==> src/rtl/bcd_xs3_seq_if.sv <==
// Handshake and shared-converter bundle for the BCD to Excess-3 sequencer.
// slave = the sequencer; master = word source, consumer and converter side.
interface bcd_xs3_seq_if #(parameter int NDIG = 4);
  logic                in_valid;
  logic                in_ready;
  logic [4*NDIG-1:0]   bcd_in;
  logic                conv_en;
  logic [3:0]          conv_dig;
  logic [3:0]          conv_res;
  logic                out_valid;
  logic                out_ready;
  logic [4*NDIG-1:0]   xs3_out;
  logic [NDIG-1:0]     err_mask;

  modport master (
    output in_valid, bcd_in, out_ready, conv_res,
    input  in_ready, conv_en, conv_dig, out_valid, xs3_out, err_mask
  );

  modport slave (
    input  in_valid, bcd_in, out_ready, conv_res,
    output in_ready, conv_en, conv_dig, out_valid, xs3_out, err_mask
  );
endinterface

==> src/rtl/bcd_xs3_seq_ctrl.sv <==
// Packed-BCD to Excess-3 word converter: walks the digits LSD first through one
// shared external 4-bit converter, one digit per clock.

// One result digit plus its error flag; cleared on word accept, written once in CONV.
module bcd_xs3_digit_slot (
  input  logic       clk,
  input  logic       rst,
  input  logic       clr,
  input  logic       wr,
  input  logic       bad,
  input  logic [3:0] res,
  output logic [3:0] q,
  output logic       err
);
  always_ff @(posedge clk) begin
    if (rst || clr) begin
      q   <= 4'd0;
      err <= 1'b0;
    end else if (wr) begin
      q   <= bad ? 4'd0 : res;
      err <= bad;
    end
  end
endmodule

module bcd_xs3_seq_ctrl #(
  parameter int NDIG = 4
) (
  input  logic          clk,
  input  logic          rst,
  bcd_xs3_seq_if.slave  bus
);
  localparam int              IDXW = (NDIG > 1) ? $clog2(NDIG) : 1;
  localparam logic [IDXW-1:0] LAST = IDXW'(NDIG - 1);

  localparam logic [1:0] IDLE = 2'd0;
  localparam logic [1:0] CONV = 2'd1;
  localparam logic [1:0] DONE = 2'd2;

  logic [1:0]            state;
  logic [IDXW-1:0]       idx;
  logic [NDIG-1:0][3:0]  word;
  logic [NDIG-1:0][3:0]  res;
  logic [NDIG-1:0]       err;
  logic                  accept;
  logic                  in_conv;
  logic [3:0]            dig;
  logic                  dig_bad;

  assign accept  = (state == IDLE) && bus.in_valid;
  assign in_conv = (state == CONV);
  // Converter is fed from the latched word only, never straight from bcd_in.
  assign dig     = word[idx];
  assign dig_bad = (dig > 4'd9);

  always_ff @(posedge clk) begin
    if (rst) begin
      state <= IDLE;
      idx   <= '0;
      word  <= '0;
    end else begin
      case (state)
        IDLE: if (bus.in_valid) begin
          word  <= bus.bcd_in;
          idx   <= '0;
          state <= CONV;
        end
        CONV: if (idx == LAST) begin
          idx   <= '0;
          state <= DONE;
        end else begin
          idx <= idx + 1'b1;
        end
        DONE: if (bus.out_ready) state <= IDLE;
        default: state <= IDLE;
      endcase
    end
  end

  for (genvar k = 0; k < NDIG; k++) begin : g_dig
    bcd_xs3_digit_slot u_slot (
      .clk (clk),
      .rst (rst),
      .clr (accept),
      .wr  (in_conv && (idx == IDXW'(k))),
      .bad (dig_bad),
      .res (bus.conv_res),
      .q   (res[k]),
      .err (err[k])
    );
  end

  assign bus.in_ready  = (state == IDLE);
  assign bus.out_valid = (state == DONE);
  assign bus.conv_en   = in_conv;
  assign bus.conv_dig  = in_conv ? dig : 4'd0;
  assign bus.xs3_out   = res;
  assign bus.err_mask  = err;
endmodule

==> src/flat_wrapper.sv <==
// flat-port wrapper written by rule: the top's interface ports become plain ports
module bcd_xs3_seq_ctrl_flat 
#(
  parameter int NDIG = 4
)
  (clk, rst, bus_in_valid, bus_bcd_in, bus_out_ready, bus_conv_res, bus_in_ready, bus_conv_en, bus_conv_dig, bus_out_valid, bus_xs3_out, bus_err_mask);
  bcd_xs3_seq_if #(.NDIG(NDIG)) bus_i ();
  input  logic clk;
  input  logic rst;
  input wire logic [$bits(bus_i.in_valid)-1:0] bus_in_valid;
  input wire logic [$bits(bus_i.bcd_in)-1:0] bus_bcd_in;
  input wire logic [$bits(bus_i.out_ready)-1:0] bus_out_ready;
  input wire logic [$bits(bus_i.conv_res)-1:0] bus_conv_res;
  output wire logic [$bits(bus_i.in_ready)-1:0] bus_in_ready;
  output wire logic [$bits(bus_i.conv_en)-1:0] bus_conv_en;
  output wire logic [$bits(bus_i.conv_dig)-1:0] bus_conv_dig;
  output wire logic [$bits(bus_i.out_valid)-1:0] bus_out_valid;
  output wire logic [$bits(bus_i.xs3_out)-1:0] bus_xs3_out;
  output wire logic [$bits(bus_i.err_mask)-1:0] bus_err_mask;
  assign bus_i.in_valid = bus_in_valid;
  assign bus_i.bcd_in = bus_bcd_in;
  assign bus_i.out_ready = bus_out_ready;
  assign bus_i.conv_res = bus_conv_res;
  assign bus_in_ready = bus_i.in_ready;
  assign bus_conv_en = bus_i.conv_en;
  assign bus_conv_dig = bus_i.conv_dig;
  assign bus_out_valid = bus_i.out_valid;
  assign bus_xs3_out = bus_i.xs3_out;
  assign bus_err_mask = bus_i.err_mask;
  bcd_xs3_seq_ctrl #(.NDIG(NDIG)) u_core (.clk(clk), .rst(rst), .bus(bus_i));
endmodule
==> config.mk <==
export PLATFORM = sky130hd
export DESIGN_NAME = bcd_xs3_seq_ctrl_flat
export DESIGN_NICKNAME = d
export VERILOG_FILES = /design/src/rtl/bcd_xs3_seq_if.sv /design/src/rtl/bcd_xs3_seq_ctrl.sv /design/src/flat_wrapper.sv
export SDC_FILE = /design/constraint.sdc
export NUM_CORES = 1
export LEC_CHECK = 0
export CAP_MARGIN = 20
export CELL_PAD_IN_SITES_DETAIL_PLACEMENT = 0
export CELL_PAD_IN_SITES_GLOBAL_PLACEMENT = 1
export CORE_MARGIN = 2
export CORE_UTILIZATION = 35
export DETAILED_ROUTE_END_ITERATION = 8
export PLACE_DENSITY = 0.75
export SYNTH_ARGS = -nofsm -noshare
export SYNTH_HDL_FRONTEND = slang
export SYNTH_SLANG_ARGS = --single-unit
export TNS_END_PERCENT = 5
==> constraint.sdc <==
create_clock -name clk -period 2.1 [get_ports clk]
set_input_delay 0.315 -clock clk [delete_from_list [all_inputs] [get_ports clk]]
set_output_delay 0.315 -clock clk [all_outputs]
set_load 0.005 [all_outputs]
; ---- Yosys cells after proc, flatten, opt, wreduce, memory -nomap -nowiden
; Cells that the tools add are included.
[word_totals]
register_bits = 40
inputBits = 24
output_inout_bits = 27
wordCells = 48
[classes]
muxes = 11
n_addsub = 1
order_cmp = 2
eq_ne = 8
n_reduce_logical = 12
[op_table]
columns = cell, count
row1 = 4-bit 2-to-1 mux, 3
row2 = 2-bit 2-to-1 mux, 5
row3 = 4-bit binary-select mux with 2-bit select, 1
row4 = 2-bit == test (second input constant), 3
row5 = 2-bit inequality test (second input constant), 3
row6 = 2-bit one-hot mux with 3 select lines, 1
row7 = 1-bit logical AND, 5
row8 = 2-bit by 1-bit == test with 1-bit output (second input constant), 2
row9 = 4-bit greater-than comparator (second input constant), 1
row10 = 2-bit zero test, 2
row11 = 2-bit one-hot mux with 2 select lines, 1
row12 = 2-bit AND reduction, 2
row13 = 2-bit by 3-bit less-than comparator with 1-bit output (second input constant), 1
row14 = 3-bit AND reduction, 1
row15 = 2-bit by 1-bit adder with 2-bit output (second input constant), 1
row16 = 2-bit nonzero test, 1
row17 = 1-bit logical OR, 1

; ---- Longest topological paths before layout
[logic_depth]
depth_word = 4
ltp_mapped = 7
mapped_depth_nobuf = 5

; ---- Modules after synthesis
; A second synthesis with hierarchy kept.
[hier_totals]
hier_cells = 195
area_unflattened_um2 = 1776.7
[modules_own_cells]
columns = module, area_each_um2, n_inst, cells_each
row1 = bcd_xs3_seq_ctrl, 950.9, 1, 111
row2 = bcd_xs3_digit_slot, 206.4, 4, 21

; ---- Worst setup path after synthesis
; No wires, ideal clock.
[synth_path]
path_type = register to register
start = reg u_core.idx[0]
end = reg u_core.g_dig[3].u_slot.q[3]
synth_period_minus_slack_ps = 1744
setup_ps = 66
setup_slack_ps = 356
stages_incl_launch_ff = 7
arrival_ps = 1678
cell_sequence = dfxtp_1 > buf_2 > mux4_2 > or2_1 > buf_6 > a31oi_4 > nor2b_1
[synth_between]
elab_chain_len = 4
word_cells_on_any_way = 6
[synth_lines]
columns = item, line
row1 = start: declaration, bcd_xs3_seq_ctrl.sv:41  ; logic [IDXW-1:0] idx;
row2 = start signal: assignment, bcd_xs3_seq_ctrl.sv:72  ; idx <= idx + 1'b1;
row3 = 4-bit binary-select mux with 2-bit select, bcd_xs3_seq_ctrl.sv:53  ; assign dig = word[idx];
row4 = 4-bit 2-to-1 mux (implied by the code), bcd_xs3_seq_ctrl.sv:53
row5 = 4-bit greater-than comparator, bcd_xs3_seq_ctrl.sv:54  ; assign dig_bad = (dig > 4'd9);
row6 = 4-bit 2-to-1 mux, bcd_xs3_seq_ctrl.sv:20  ; q <= bad ? 4'd0 : res;
row7 = end signal: assignment, bcd_xs3_seq_ctrl.sv:20
row8 = end: declaration, bcd_xs3_seq_ctrl.sv:12  ; output logic [3:0] q,
; Parallel ways exist; a longest one is shown, timed or not. The select of a mux whose other input is x is not followed.
; A chain may end at the register's enable or synchronous reset.

; ---- Final worst setup path
[layout_path]
start = reg u_core.idx[1]
end = out bus_conv_dig[1]
[layout_between]
elab_chain_len = 3
[layout_lines]
columns = item, line
row1 = 4-bit binary-select mux with 2-bit select, bcd_xs3_seq_ctrl.sv:53
row2 = 4-bit 2-to-1 mux (implied by the code), bcd_xs3_seq_ctrl.sv:53
row3 = 4-bit 2-to-1 mux, bcd_xs3_seq_ctrl.sv:96  ; assign bus.conv_dig = in_conv ? dig : 4'd0;
row4 = end: declaration, flat_wrapper.sv:16  ; output wire logic [$bits(bus_i.conv_dig)-1:0] bus_conv_dig;
; Every way passes these cells. The select of a mux whose other input is x is not followed.

==> impl_metrics.toml <==
[global_routing]
grt_max_degree = 21
grt_usage = 0.145
antenna_found_initial = 0
grt_pass1_wl_um = 6970
grt_pass1_vias = 1452
grt-ovfl-total = 0

[yosys]
synthesis.nets = 236
synth.distinct_cells = 29
synth_seq_cells = 40
synth.cell_area_um2 = 1890
ys_warn_count = 0
syn_inst = 208
avgSynthCellArea_um2 = 9.08
ys_seq_area_frac = 0.424

[worst_setup_path]
timing.rr.start = "u_core.idx[1]"
slowest_stage = "mux4_2"
crit_path_max_incr_delay_ns = 0.49
ff2ff_path_depth = 5
worst_ep_arrival_time_ns = 1.68
required_ns = 1.78
worstPathMaxFanout = 3
reg2reg_to = "u_core.g_dig[3].u_slot.q[3]"
worstSetupPathType = "flip-flop to primary output"
path_delay_family = "multiplexers"
rrSetupSlack_ns = 0.20
cp-end-kind = "primary output"
crit_chain = "buf_4 -> mux4_2 -> and2_1 -> dlygate4sd2_1"
path_buf_inv = 2
start_kind = "flip-flop"

[route]
vias_per_cell = 4.77
wl_um = 4220
wl_met3_um = 190
drtIter0Drc = 42
wl_per_cell_um = 12.9
highest_layer = "met4"
drtPass1Iterations = 4
num_vias = 1560
m1WireLength_um = 1980
drc = 0
wl_met2_um = 2010
ant_nets = 0

[timing]
finClkSkew_ns = 0.00799
relSlewSlack = 0.595
finalCritPeriodShare = 0.949
finalSetupTns_ns = 0
finalMaxSlewViolations = 0
rsz0062_at_grt = "no"
finalSetupViolCount = 0
finalHoldViolations = 0
fin_crit_ns = 1.99
tightestPinTransition_ns = 0.606
max_freq_ghz = 0.502

[cells_and_area]
syn_to_final_growth_pct = 39.1
diodes = 0
drive_above_1_share = 0.125
fin_util = 0.508
n_fill_cell = 501
nets = 284
seq_area_um2 = 810
final_common_cell = "clkdlybuf4s50_1"
mostFrequentLayoutCells = "clkdlybuf4s50_1 (46), nand2_1 (41), dfxtp_1 (37), a21oi_1 (20)"
multi_input_area_um2 = 966
final_area_um2 = 2630

[power_and_ir_drop]
ir_drop_uv = 347
power_density_nw_per_um2 = 733
total_leakage_power_nw = 0.945
power_mw = 1.92

[floorplan]
die_y_um = 77.4
start_util = 0.365
dieArea_um2 = 6000
die_x_um = 77.4
core_area_um2 = 5170
io_pins = 51
num_rows = 26

[clock_network]
cts.path.max_buffers = 2
cts_root_buf = "clkbuf_8"
postCtsHoldBufs = 0
cts.sinks = 40
numCtsBuffers = 5
htree_levels = 2
cts.clk_slew.worst_paths_ns = 0.08
cts_tree = "yes"
clk_latency_ns = 0.29

[place]
placed_cell_area_um2 = 2440
gp_congestion = 0.805
hpwl_um = 3160
portBuffers = 50

[worst_hold_path]
holdCritPathClass = "flip-flop to flip-flop"
holdPathStages = 2
worstHoldStart = "u_core.word[0]"
hold_end = "u_core.word[0]"

[run_status]
status = "complete, no violations"

[job]
drv_cap = 0
cell usage after synthesis (all sizes together):
cell type / n / share of area
or2: 1 / 0.0033
a21oi: 20 / 0.053
nor2: 6 / 0.012
and2: 7 / 0.023
mux4: 3 / 0.036
o21ba: 1 / 0.0053
mux2i: 5 / 0.027
or3b: 1 / 0.0046
nor2b: 17 / 0.056
a31oi: 4 / 0.045
o21bai: 1 / 0.0040
nor3: 1 / 0.0026
o22ai: 1 / 0.011
nand3: 1 / 0.0026
o21ai: 7 / 0.019
inv: 3 / 0.0060
nand2b: 4 / 0.013
nand2: 41 / 0.082
clkbuf: 10 / 0.020
ha: 4 / 0.027
buf: 10 / 0.036
dfxtp: 40 / 0.42
clkinv: 1 / 0.0020
and2b: 1 / 0.0040
nand3b: 1 / 0.0040
a32oi: 17 / 0.079
metal layers:
layer	GRT usage	vias up
met5	0	-
met4	0.0321	0
met3	0.0465	5
met2	0.246	39
met1	0.180	702
li1	-	814
state kept, by name, indices dropped and copies added (netlist names):
name	cells
u_core.g_dig.u_slot.err	4
u_core.g_dig.u_slot.q	16
u_core.idx	2
u_core.state	2
u_core.word	16
repair_timing:
item / 4_1_cts / 5_1_grt
buffers inserted: 0 / 1
pin swaps: 0 / 0
endpoints found under the hold margin: 0 / 0
endpoints found under the setup margin: 4 / 1
resized for setup: 7 / 4
tightest hold or removal path: stages, from the launching register on:
cell     delay, ns
dfxtp_1       0.32
nand2_1       0.05
a21oi_1       0.05
power by group:
group          internal (mW)  leakage, nW  switching, mW
sequential             0.785        0.328         0.0156
combinational          0.126        0.539          0.134
clock                  0.594       0.0784          0.271
total                   1.51        0.945          0.420
kinds of logic (layout without fill, tap and decap cells):
logic type                 count (synthesis)  count (layout)  synth area share
muxes                                      8               8            0.0623
adders and majority gates                  4               4            0.0265
and+or+nand+nor                           81              81             0.207
buffers and inverters                     24              73            0.0643
AOI/OAI and AO/OA                         51              51             0.215
DFF                                       40              40             0.424
through the flow:
stage	hold WS, ns	std cells	worst slack (ns)
CTS	0.459	326	0.00190
detailed placement	0.448	318	0.228
finish	0.458	327	0.107
floorplan	0.433	208	0.356
global placement	0.443	318	0.245
global route	0.475	327	0.0342
area by class of cell:
cell class / count / share of cell area
tap: 70 / 0.0333
timing repair buffer: 61 / 0.224
clock buffer: 5 / 0.0262
multi-input combinational: 144 / 0.368
clock inverter: 3 / 0.0343
inverter: 4 / 0.00572
sequential: 40 / 0.308
how the worst max path moves through the flow:
| stage | start | depth (start not counted) | slack (ns) | endpoint |
|---|---|---|---|---|
| after floorplan | u_core.idx[0] | 6 | 0.36 | u_core.g_dig[3].u_slot.q[3] |
| after global routing | u_core.idx[1] | 4 | 0.03 | bus_conv_dig[1] |
| after global placement | u_core.idx[0] | 3 | 0.24 | bus_conv_dig[2] |
| final | u_core.idx[1] | 4 | 0.11 | bus_conv_dig[1] |
| after detailed placement | u_core.idx[0] | 3 | 0.23 | bus_conv_dig[2] |
| after CTS | u_core.state[0] | 5 | 0.002 | bus_conv_dig[0] |
Power figures use the tool's default switching activity.
